[config.mk]
export PLATFORM = sky130hd
export DESIGN_NAME = ex_operand_stage
export DESIGN_NICKNAME = d
export VERILOG_FILES = /design/src/rtl/ex_operand_stage.sv
export SDC_FILE = /design/constraint.sdc
export NUM_CORES = 1
export LEC_CHECK = 0
export CAP_MARGIN = 20
export CORE_MARGIN = 2
export CORE_UTILIZATION = 46
export CTS_BUF_LIST = sky130_fd_sc_hd__clkbuf_4
export DETAILED_ROUTE_END_ITERATION = 8
export DONT_BUFFER_PORTS = 1
export SETUP_SLACK_MARGIN = 0.05
export SLEW_MARGIN = 30
export SYNTH_ARGS = -nofsm -noshare
export SYNTH_HDL_FRONTEND = slang
export SYNTH_SLANG_ARGS = --single-unit
[constraint.sdc]
create_clock -name clk -period 4 [get_ports clk]
set_clock_uncertainty 0.15 [all_clocks]
set_input_delay 0.4 -clock clk [delete_from_list [all_inputs] [get_ports clk]]
set_output_delay 0.4 -clock clk [all_outputs]
set_load 0.005 [all_outputs]
[src/rtl/ex_operand_stage.sv]
// ID/EX pipeline register with EX-stage forwarding, operand selection and load-use
// hazard detection. Drives the ALU opcode/operand inputs directly.

`ifndef ALU_ADDU
`define ALU_ADDU 4'b0000
`endif
`ifndef ALU_ADD
`define ALU_ADD 4'b0001
`endif

module ex_operand_stage #(
  parameter int unsigned BUBBLE_CNT_W = 16
) (
  input  logic                    clk,
  input  logic                    rst,
  input  logic                    id_valid,
  input  logic [4:0]              id_rs_addr,
  input  logic [4:0]              id_rt_addr,
  input  logic                    id_uses_rt,
  input  logic [31:0]             id_rs_data,
  input  logic [31:0]             id_rt_data,
  input  logic [31:0]             id_imm,
  input  logic [4:0]              id_shamt,
  input  logic [3:0]              id_alu_opcode,
  input  logic                    id_alu_src_imm,
  input  logic                    id_shift_shamt,
  input  logic                    id_reg_write,
  input  logic [4:0]              id_write_addr,
  input  logic                    id_mem_read,
  input  logic                    flush,
  input  logic                    mem_reg_write,
  input  logic [4:0]              mem_write_addr,
  input  logic [31:0]             mem_result,
  input  logic                    wb_reg_write,
  input  logic [4:0]              wb_write_addr,
  input  logic [31:0]             wb_result,
  output logic                    stall_id,
  output logic                    ex_valid,
  output logic [3:0]              alu_opcode,
  output logic [31:0]             alu_op_x,
  output logic [31:0]             alu_op_y,
  output logic [31:0]             ex_store_data,
  output logic                    ex_reg_write,
  output logic [4:0]              ex_write_addr,
  output logic                    ex_mem_read,
  output logic [BUBBLE_CNT_W-1:0] bubble_count
);

  logic [4:0]  ex_rs_addr;
  logic [4:0]  ex_rt_addr;
  logic [31:0] ex_rs_data;
  logic [31:0] ex_rt_data;
  logic [31:0] ex_imm;
  logic [4:0]  ex_shamt;
  logic        ex_alu_src_imm;
  logic        ex_shift_shamt;
  logic        hazard;
  logic        load_bubble;
  logic [31:0] fwd_rs;
  logic [31:0] fwd_rt;

  // A load in EX whose destination is read by the instruction in decode.
  assign hazard = id_valid & ex_valid & ex_mem_read & (ex_write_addr != 5'd0) &
                  ((ex_write_addr == id_rs_addr) |
                   (id_uses_rt & (ex_write_addr == id_rt_addr)));

  assign stall_id    = hazard & ~flush;
  assign load_bubble = flush | hazard;

  always_ff @(posedge clk or posedge rst) begin
    if (rst) begin
      ex_valid       <= 1'b0;
      ex_reg_write   <= 1'b0;
      ex_mem_read    <= 1'b0;
      ex_write_addr  <= 5'd0;
      alu_opcode     <= `ALU_ADDU;
      ex_rs_addr     <= 5'd0;
      ex_rt_addr     <= 5'd0;
      ex_rs_data     <= 32'd0;
      ex_rt_data     <= 32'd0;
      ex_imm         <= 32'd0;
      ex_shamt       <= 5'd0;
      ex_alu_src_imm <= 1'b0;
      ex_shift_shamt <= 1'b0;
    end else if (load_bubble) begin
      ex_valid       <= 1'b0;
      ex_reg_write   <= 1'b0;
      ex_mem_read    <= 1'b0;
      ex_write_addr  <= 5'd0;
      alu_opcode     <= `ALU_ADDU;
      ex_rs_addr     <= 5'd0;
      ex_rt_addr     <= 5'd0;
      ex_rs_data     <= 32'd0;
      ex_rt_data     <= 32'd0;
      ex_imm         <= 32'd0;
      ex_shamt       <= 5'd0;
      ex_alu_src_imm <= 1'b0;
      ex_shift_shamt <= 1'b0;
    end else begin
      ex_valid       <= id_valid;
      ex_reg_write   <= id_valid & id_reg_write;
      ex_mem_read    <= id_valid & id_mem_read;
      ex_write_addr  <= id_write_addr;
      alu_opcode     <= id_alu_opcode;
      ex_rs_addr     <= id_rs_addr;
      ex_rt_addr     <= id_rt_addr;
      ex_rs_data     <= id_rs_data;
      ex_rt_data     <= id_rt_data;
      ex_imm         <= id_imm;
      ex_shamt       <= id_shamt;
      ex_alu_src_imm <= id_alu_src_imm;
      ex_shift_shamt <= id_shift_shamt;
    end
  end

  // Counts hazard bubbles only; flush bubbles are not stalls.
  always_ff @(posedge clk or posedge rst) begin
    if (rst) begin
      bubble_count <= '0;
    end else if (hazard && !flush && (bubble_count != {BUBBLE_CNT_W{1'b1}})) begin
      bubble_count <= bubble_count + 1'b1;
    end
  end

  // MEM wins over WB; r0 is never forwarded.
  always_comb begin
    fwd_rs = ex_rs_data;
    if (mem_reg_write && (mem_write_addr != 5'd0) && (mem_write_addr == ex_rs_addr)) begin
      fwd_rs = mem_result;
    end else if (wb_reg_write && (wb_write_addr != 5'd0) && (wb_write_addr == ex_rs_addr)) begin
      fwd_rs = wb_result;
    end
  end

  always_comb begin
    fwd_rt = ex_rt_data;
    if (mem_reg_write && (mem_write_addr != 5'd0) && (mem_write_addr == ex_rt_addr)) begin
      fwd_rt = mem_result;
    end else if (wb_reg_write && (wb_write_addr != 5'd0) && (wb_write_addr == ex_rt_addr)) begin
      fwd_rt = wb_result;
    end
  end

  assign alu_op_x      = ex_shift_shamt ? {27'd0, ex_shamt} : fwd_rs;
  assign alu_op_y      = ex_alu_src_imm ? ex_imm : fwd_rt;
  assign ex_store_data = fwd_rt;

endmodule

Word level (Yosys, flattened, before mapping) --
Index checks and enable logic that the tools add are counted.
Operators by class: reduce and logical (&&, ||, !) cells 12, add/sub/neg operators 1, muxes and demuxes 19, eq/ne operators 7, bitwise logic cells 11
Operator list (number):
- $mux W32 | 9
- $eq A5 B5 Y1 | 6
- $mux W5 | 4
- $add A16 B1 Y16 const B | 1
- $ne A16 B16 Y1 const B | 1
- $reduce_bool A5 Y1 | 3
- $and A1 B1 Y1 | 8
- $logic_and A1 B1 Y1 | 8
- $mux W1 | 5
- $mux W4 | 1
- $or A1 B1 Y1 | 2
- $logic_not A1 Y1 | 1
- $not A1 Y1 | 1
Storage, ports and cells: flip-flop bits (word level) 141, input port bits 205, output and inout port bits 125

Longest topological paths before layout --
Gate-level depths: netlist of the first run.
word-level depth 6, mapped depth 7, mapped depth without buffers 6

Worst setup path before layout of the first run --
Ideal clock, no wire load.
path type input to output, start in wb_write_addr[1], end out alu_op_y[18], path slack 1.599 ns, arrival 1.851 ns, cell stages on the path 7, cell sequence or4_1 > o21a_1 > buf_2 > buf_6 > and4_1 > a211oi_2 > o31ai_1
On the way: longest elaborated chain between the ends 6
RTL lines:
- from (decl) | RTL line 35 | input logic [4:0] wb_write_addr,
- $reduce_bool A5 Y1 | RTL line 139 | end else if (wb_reg_write && (wb_write_addr != 5'd0) && (wb_write_addr == ex_rt_addr)) begin
- $logic_and A1 B1 Y1 | RTL line 139
- $logic_and A1 B1 Y1 (*) | RTL line 139
- $mux W32 (*) | RTL line 139
- $mux W32 (*) | RTL line 137 | if (mem_reg_write && (mem_write_addr != 5'd0) && (mem_write_addr == ex_rt_addr)) begin
- $mux W32 (*) | RTL line 145 | assign alu_op_y = ex_alu_src_imm ? ex_imm : fwd_rt;
- to (decl) | RTL line 41 | output logic [31:0] alu_op_y,
Every way passes the cells marked *; elsewhere a longest branch is shown, timed or not.

Final worst setup path of the first run --
start reg ex_rs_addr[2], end out alu_op_x[14]
On the way: longest elaborated chain between the ends 5
RTL lines:
- from (decl) | RTL line 49 | logic [4:0] ex_rs_addr;
- from (signal assigned) | RTL line 105 | ex_rs_addr <= id_rs_addr;
- $eq A5 B5 Y1 | RTL line 130 | end else if (wb_reg_write && (wb_write_addr != 5'd0) && (wb_write_addr == ex_rs_addr)) begin
- $logic_and A1 B1 Y1 | RTL line 130
- $mux W32 | RTL line 130
- $mux W32 (*) | RTL line 128 | if (mem_reg_write && (mem_write_addr != 5'd0) && (mem_write_addr == ex_rs_addr)) begin
- $mux W32 (*) | RTL line 144 | assign alu_op_x = ex_shift_shamt ? {27'd0, ex_shamt} : fwd_rs;
- to (decl) | RTL line 40 | output logic [31:0] alu_op_x,
Marked as above.

==> results of run 1 <==
-- critical path, delay by kind of cell (launching register included) --
family / cells / cell delay (ps)
compound gates: 1 / 490
simple gates: 3 / 1090
flops: 1 / 430
xor+xnor: 1 / 190
buf+inv: 1 / 240
-- logic make-up (layout without fill, tap and decap cells) --
kind of cell | Yosys count | count (layout)
adders and majority gates | 1 | 1
DFF | 141 | 141
other | 0 | 2
AOI/OAI and AO/OA | 109 | 109
and+or+nand+nor | 410 | 410
buffers and inverters | 65 | 211
xor gates and xnor gates | 44 | 44
muxes | 3 | 3
-- sequential cells by signal, indices dropped and copies added (netlist names) --
signal          flops
ex_rs_addr          5
ex_rs_data         32
bubble_count       16
ex_alu_src_imm      1
ex_shamt            5
ex_mem_read         1
ex_shift_shamt      1
alu_opcode          4
ex_rt_data         32
ex_imm             32
ex_reg_write        1
ex_rt_addr          5
ex_write_addr       5
ex_valid            1
-- what timing repair did --
action	in CTS	in global routing
hold endpoints to repair	267	0
resized for setup	0	0
buffers inserted	0	0
hold buffers	159	0
-- final cells by class --
type,instances,area (um^2)
diodes,2,5.00
clock buffers,19,143
clock inverters,13,166
fillers,1307,6430
inverters,6,26.3
multi-input cells,567,3620
flip-flops and latches,141,3530
well taps,216,270
repair buffers,173,1750
-- through the flow --
| stage | total power (uW) | cells | instance area (um^2) |
|---|---|---|---|
| floorplan | 1820 | 773 | 7510 |
| global placement | 1890 | 944 | 7600 |
| detailed placement | 1900 | 944 | 7600 |
| CTS | 3010 | 1135 | 9500 |
| global route | 3120 | 1137 | 9520 |
| finish | 2990 | 1137 | 9520 |
-- synth_stat cells (2+ instances only) --
| cell type | count | share of area (%) |
|---|---|---|
| a311oi_1 | 27 | 3.2 |
| buf_6 | 11 | 1.7 |
| nor2_1 | 101 | 5.1 |
| nor3_2 | 2 | 0.27 |
| a21oi_1 | 2 | 0.13 |
| xnor2_1 | 29 | 3.4 |
| a211oi_2 | 8 | 1.3 |
| buf_1 | 2 | 0.10 |
| nand3b_1 | 2 | 0.20 |
| a221oi_2 | 22 | 4.4 |
| and2_1 | 125 | 10 |
| clkbuf_1 | 25 | 1.3 |
| and4_1 | 10 | 1.2 |
| dfrtp_1 | 141 | 47 |
| nand4_1 | 10 | 0.83 |
| o221ai_1 | 2 | 0.23 |
| nand2_1 | 101 | 5.1 |
| xor2_1 | 15 | 1.8 |
| mux2_2 | 3 | 0.45 |
| buf_2 | 12 | 0.80 |
| a221oi_1 | 3 | 0.35 |
| and3_1 | 33 | 2.8 |
| o21a_1 | 2 | 0.20 |
| or4_1 | 3 | 0.30 |
| buf_4 | 9 | 0.90 |
| nand3_2 | 2 | 0.27 |
| a22o_1 | 2 | 0.23 |
| a211oi_1 | 2 | 0.20 |
| nor4_1 | 2 | 0.17 |
| nor3_1 | 3 | 0.20 |
| nand3_1 | 11 | 0.73 |
| inv_1 | 5 | 0.25 |
| o31ai_1 | 35 | 3.5 |
-- report_power, final --
part	internal, uW	switching [uW]
logic	233	236
registers	1490	47.1
clock network	451	533
total	2170	816
-- cell usage in the layout, fill, tap and decap left out, types with 3 or more instances in the layout --
cell type and count:
dlygate4sd3_1 159, dfrtp_1 140, and2_1 125, nand2_1 101, nor2_1 100, o31ai_1 35
and3_1 32, xnor2_1 29, a311oi_1 27, a221oi_2 22, clkbuf_4 19, xor2_1 15
nand3_1 10, nand4_1 10, and4_1 10, buf_4 9, a211oi_2 8, inv_1 4
clkinv_4 4, buf_12 4, or4_1 3, nand3_2 3, nor3_1 3, a221oi_1 3
clkinvlp_4 3, mux2_2 3, bufinv_16 3
-- worst max path at each step --
stage                                  startpoint            to  slack [ps]  cells past startpoint
after floorplan                  wb_write_addr[1]  alu_op_y[18]        1600                      7
after global placement           wb_write_addr[1]  alu_op_y[26]         970                      6
after detailed placement         wb_write_addr[1]  alu_op_y[30]         940                      6
after CTS                 ex_rt_addr[4]$_DFF_PP0_   alu_op_y[1]         370                      5
after global routing      ex_rs_addr[2]$_DFF_PP0_  alu_op_x[14]         260                      6
final                     ex_rs_addr[2]$_DFF_PP0_  alu_op_x[14]         470                      6
-- layer usage --
metal | global-route usage (%) | up-vias | wire length [um]
met1 | 31.8 | 3194 | 8940
li1 | - | 2938 | -
met5 | 0 | - | 0
met4 | 12.0 | 0 | 878
met3 | 9.88 | 97 | 2260
met2 | 46.9 | 449 | 12100
==> impl_metrics.yaml, run 1 <==
hold_path:
  holdPathStages: 4
  holdCritStartpoint: "flush"
  holdPathEnd: "bubble_count[3]$_DFFE_PP0P_"
  hold_class: "primary input to flip-flop"
worst_setup_path:
  worstReg2RegStart: "ex_write_addr[1]$_DFF_PP0_"
  crit_slowest_cell: "and3_1"
  start_kind: "flip-flop"
  crit_arrival_ps: 2980
  worst-r2r-setup-slack_ps: 990
  required_ps: 3450
  cp_max_fo: 19
  crit_chain: "xor2_1 > nor3_2 > and3_1 > buf_12 > nand2_1 > a311oi_1"
  timing.rr.end: "alu_opcode[3]$_DFF_PP0_"
  r2r_cells: 6
  end_kind: "output port"
  slowest_delay_ps: 600
  critPathKind: "flip-flop to output port"
timing:
  post-route-period-util_pct: 88.3
  finalSetupViolCount: 0
  period_minus_slack_ps: 3530
  worst_pin_slew_ps: 918
  tns_ps: 0
  slew_headroom_pct: 38.8
  hold_viol_final: 0
  fin_ws_ps: 469
  drv_slew: 0
  rsz0062_at_grt: "false"
  hold_ws_ps: 99.7
  fmax_mhz: 283
clock_tree:
  root_buffer: "clkbuf_4"
  clk_latency_ps: 550
  clockBufferDepth: 2
  h-tree-depth: 4
  cts_made_buffers: 17
  clock_sinks: 141
  tritoncts: "yes"
  clk_pin_slew_worst_paths_ps: 130
synth:
  muxShareOfSynthArea_pct: 0.450
  synth_adder_area_share_pct: 0.167
  synth_compound_area_share_pct: 14.3
  avgSynthCellArea_um2: 9.71
  async_reset_ff_share_pct: 100
  synth-edff-count: 0
  synth_flop_cell: "dfrtp_1"
  synth_area_um2: 7510
  synth_xor_area_share_pct: 5.13
  ys_warn_count: 0
  netlist_instances: 773
  synth_top_family_by_area: "simple AND/OR/NAND/NOR gates"
  ys_ff_latch: 141
  syn_nets: 979
  seq_area_frac_synth_pct: 47.0
  synth.distinct_cells: 44
  synth_simple_gate_area_share_pct: 27.9
global_routing:
  grt_pass1_wl_um: 38000
  grtUsageTotal_pct: 27.7
  grt_overflow_total: 0
  grt_max_degree: 73
  antenna_found_initial: 1
  grt_pass1_vias: 7103
route:
  vias: 6678
  wl_per_cell_um: 21.3
  wl_um: 24200
  postRouteAntennaNets: 0
  dr.pass1.iters: 6
  drc: 0
  drt_iter0_drc: 519
  vias_per_cell: 5.87
power:
  p_per_area_nw_per_um2: 314
  p_leak_uw: 0.00413
  peakVddDrop_uv: 291
floorplan:
  die_w_um: 132
  die_y_um: 132
  core_um2: 15900
  rows: 46
  die-area_um2: 17400
  ios: 330
  floorplan.initialDensity_pct: 47.1
placement:
  gp_congestion: 0.957
  dpl_worst_slack_ps: 937
  port_buffers: 0
  dpl.hpwl_um: 16300
final_layout:
  fin_nets: 1112
  final_layout_size_suffix_gt1_share_pct: 10.0
  area_delta_synth_final_pct: 26.8
  final_util_pct: 59.7
run_status:
  status: "finished, final reports clean"
flow_run:
  cap_violations: 0
Note: power is estimated with default switching activity, not from simulation.
==> run 2, diff against run 1 <==
--- a/config.mk
+++ b/config.mk
@@ -11,6 +11,7 @@
 export CTS_BUF_LIST = sky130_fd_sc_hd__clkbuf_4
 export DETAILED_ROUTE_END_ITERATION = 8
 export DONT_BUFFER_PORTS = 1
+export GPL_TIMING_DRIVEN = 1
 export SETUP_SLACK_MARGIN = 0.05
 export SLEW_MARGIN = 30
 export SYNTH_ARGS = -nofsm -noshare
==> results of run 2 <==
Final layout, timing and power as in run 1 (identical DEF).
==> run 3, diff against run 2 <==
--- a/config.mk
+++ b/config.mk
@@ -12,6 +12,7 @@
 export DETAILED_ROUTE_END_ITERATION = 8
 export DONT_BUFFER_PORTS = 1
 export GPL_TIMING_DRIVEN = 1
+export RECOVER_POWER = 50
 export SETUP_SLACK_MARGIN = 0.05
 export SLEW_MARGIN = 30
 export SYNTH_ARGS = -nofsm -noshare
==> constraint.sdc (replaced) <==
create_clock -name clk -period 4.6 [get_ports clk]
set_clock_uncertainty 0.15 [all_clocks]
set_input_delay 0.46 -clock clk [delete_from_list [all_inputs] [get_ports clk]]
set_output_delay 0.46 -clock clk [all_outputs]
set_load 0.005 [all_outputs]
==> run 3 against run 2 <==
  * Hold slack better by 130 ps
  * Sequential share of layout area is 1.3 points higher
  * First-iteration DRC count is 24% lower
  * Core utilization is 2.1 points lower
  * Routed wire length is 2.2% lower
  * The run now ends with max-capacitance violations, max-slew violations left
  * Largest power group unchanged
  * Cell area is 3.5% lower
==> impl_metrics.yaml, run 3 (synthesized netlist as in run 1, its figures left out) <==
placement:
  gp_congestion: 0.901
  dpl_worst_slack_ps: 1200
  dpl-instance-area_um2: 7560
  dpl.hpwl_um: 15700
  port_buffers: 0
power:
  swShare_pct: 26.8
  p_seq_share_pct: 49.1
  p_per_area_nw_per_um2: 295
  netSwitchingPower_uw: 724
  p_leak_uw: 0.00395
  pwr-share-comb_pct: 14.4
  peakVddDrop_uv: 216
  clkPwrFrac_pct: 36.5
  cellInternalPower_uw: 1980
final_layout:
  final_layout_size_suffix_gt1_share_pct: 10.0
  top_regs: "ex_imm (32), ex_rs_data (32), ex_rt_data (32)"
  layout_common_cells: "dfrtp_1, dlygate4sd3_1, and2_1, nand2_1, nor2_1"
  final_common_cell: "dfrtp_1"
  area_delta_synth_final_pct: 22.3
  final_cell_area_um2: 9180
  fin_nets: 1080
  final_util_pct: 57.6
floorplan:
  floorplan.initialDensity_pct: 47.1
  die_y_um: 132
  rows: 46
  core_um2: 15900
  die-area_um2: 17400
  ios: 330
  die_w_um: 132
route:
  drt_iter0_drc: 394
  vias: 6376
  postRouteAntennaNets: 0
  vias_per_cell: 5.78
  drc: 0
  wl_um: 23700
  dr.pass1.iters: 5
  wl_per_cell_um: 21.4
worst_setup_path:
  start_kind: "flip-flop"
  crit_end: "ex_imm[14]$_DFF_PP0_"
  timing.rr.end: "ex_imm[14]$_DFF_PP0_"
  cp_max_fo: 125
  worst-r2r-setup-slack_ps: 950
  critPathKind: "flip-flop to flip-flop"
  r2r_cells: 6
  crit_arrival_ps: 3970
  required_ps: 4920
  worstReg2RegStart: "ex_write_addr[1]$_DFF_PP0_"
  startpoint: "ex_write_addr[1]$_DFF_PP0_"
  end_kind: "flip-flop"
clock_tree:
  tritoncts: "yes"
  cts_made_buffers: 17
  clk_latency_ps: 540
  ctsHoldBuffers: 127
  clk_pin_slew_worst_paths_ps: 130
  post_cts_resized: 0
  root_buffer: "clkbuf_4"
  clock_sinks: 141
  h-tree-depth: 4
  cts_setup_buffers: 0
  clockBufferDepth: 2
global_routing:
  grtUsageTotal_pct: 27.1
  grt_overflow_total: 0
  grt_max_degree: 126
  antenna_found_initial: 1
  grt_pass1_vias: 6689
  grt_pass1_wl_um: 36900
timing:
  hold_ws_ps: 234
  worst_pin_slew_ps: 2370
  rsz0062_at_grt: "false"
  period_minus_slack_ps: 3650
  drv_slew: 238
  post-route-period-util_pct: 79.3
  fmax_mhz: 274
  tns_ps: 0
  finalSetupViolCount: 0
  slew_headroom_pct: -58.7
  hold_viol_final: 0
  fin_ws_ps: 950
flow_run:
  cap_violations: 2
hold_path:
  hold_class: "primary input to flip-flop"
run_status:
  violations: "max-capacitance violations, max-slew violations"
  status: "finished, violations left"
==> run 3: cell types whose count changed in the layout (fill, tap and decap cells not counted), sizes merged, moves of 2 or more <==
cell,delta
clkbuf,+2
clkinv,-3
dlygate4sd3,-32
bufinv,+2
buf,-2
inv,+2
==> run 3: routing by layer <==
layer / part of all wire, % / track usage [%] / vias up
met4: 2.1 / 8.21 / 0
li1: - / - / 2874
met3: 8.8 / 9.84 / 43
met1: 38 / 31.0 / 3123
met2: 52 / 47.5 / 336
met5: 0 / 0 / -
==> run 3: critical path, cell delays in order (launching register included) <==
cell and delay [ps]:
dfrtp_1 480, or4_1 530, o2111ai_1 330, inv_1 160, a21oi_4 160, clkbuf_2 1430
and2_1 330
==> run 3: cell type report <==
class | count | area, um^2
well taps | 216 | 270
fillers | 1360 | 6760
inverters | 6 | 26.3
flip-flops and latches | 141 | 3530
clock buffers | 19 | 143
clock inverters | 13 | 210
multi-input cells | 567 | 3630
diodes | 1 | 2.50
repair buffers | 141 | 1370
==> run 3: stage by stage <==
stage / instances / power (uW)
3_3_place_gp: 944 / 1640
6_report: 1104 / 2710
3_5_place_dp: 944 / 1650
4_1_cts: 1103 / 2720
5_1_grt: 1104 / 2820
2_1_floorplan: 773 / 1580
==> run 3: how the worst min path moves through the flow <==
stage,from,to,slack [ps],cells after the start
2_1_floorplan,bubble_count[8]$_DFFE_PP0P_,bubble_count[8]$_DFFE_PP0P_,350,1
3_3_place_gp,bubble_count[10]$_DFFE_PP0P_,bubble_count[10]$_DFFE_PP0P_,380,1
3_5_place_dp,rst,ex_imm[1]$_DFF_PP0_,380,1
4_1_cts,flush,bubble_count[5]$_DFFE_PP0P_,110,4
5_1_grt,id_valid,bubble_count[12]$_DFFE_PP0P_,240,3
6_report,id_valid,bubble_count[12]$_DFFE_PP0P_,230,3
==> run 3: power by group through the flow <==
stage / clock, uW / combinational, uW / sequential (uW)
floorplan: 0 / 243 / 1340
global placement: 0 / 293 / 1350
detailed placement: 0 / 300 / 1350
CTS: 1010 / 387 / 1330
global route: 1060 / 423 / 1340
finish: 988 / 389 / 1330
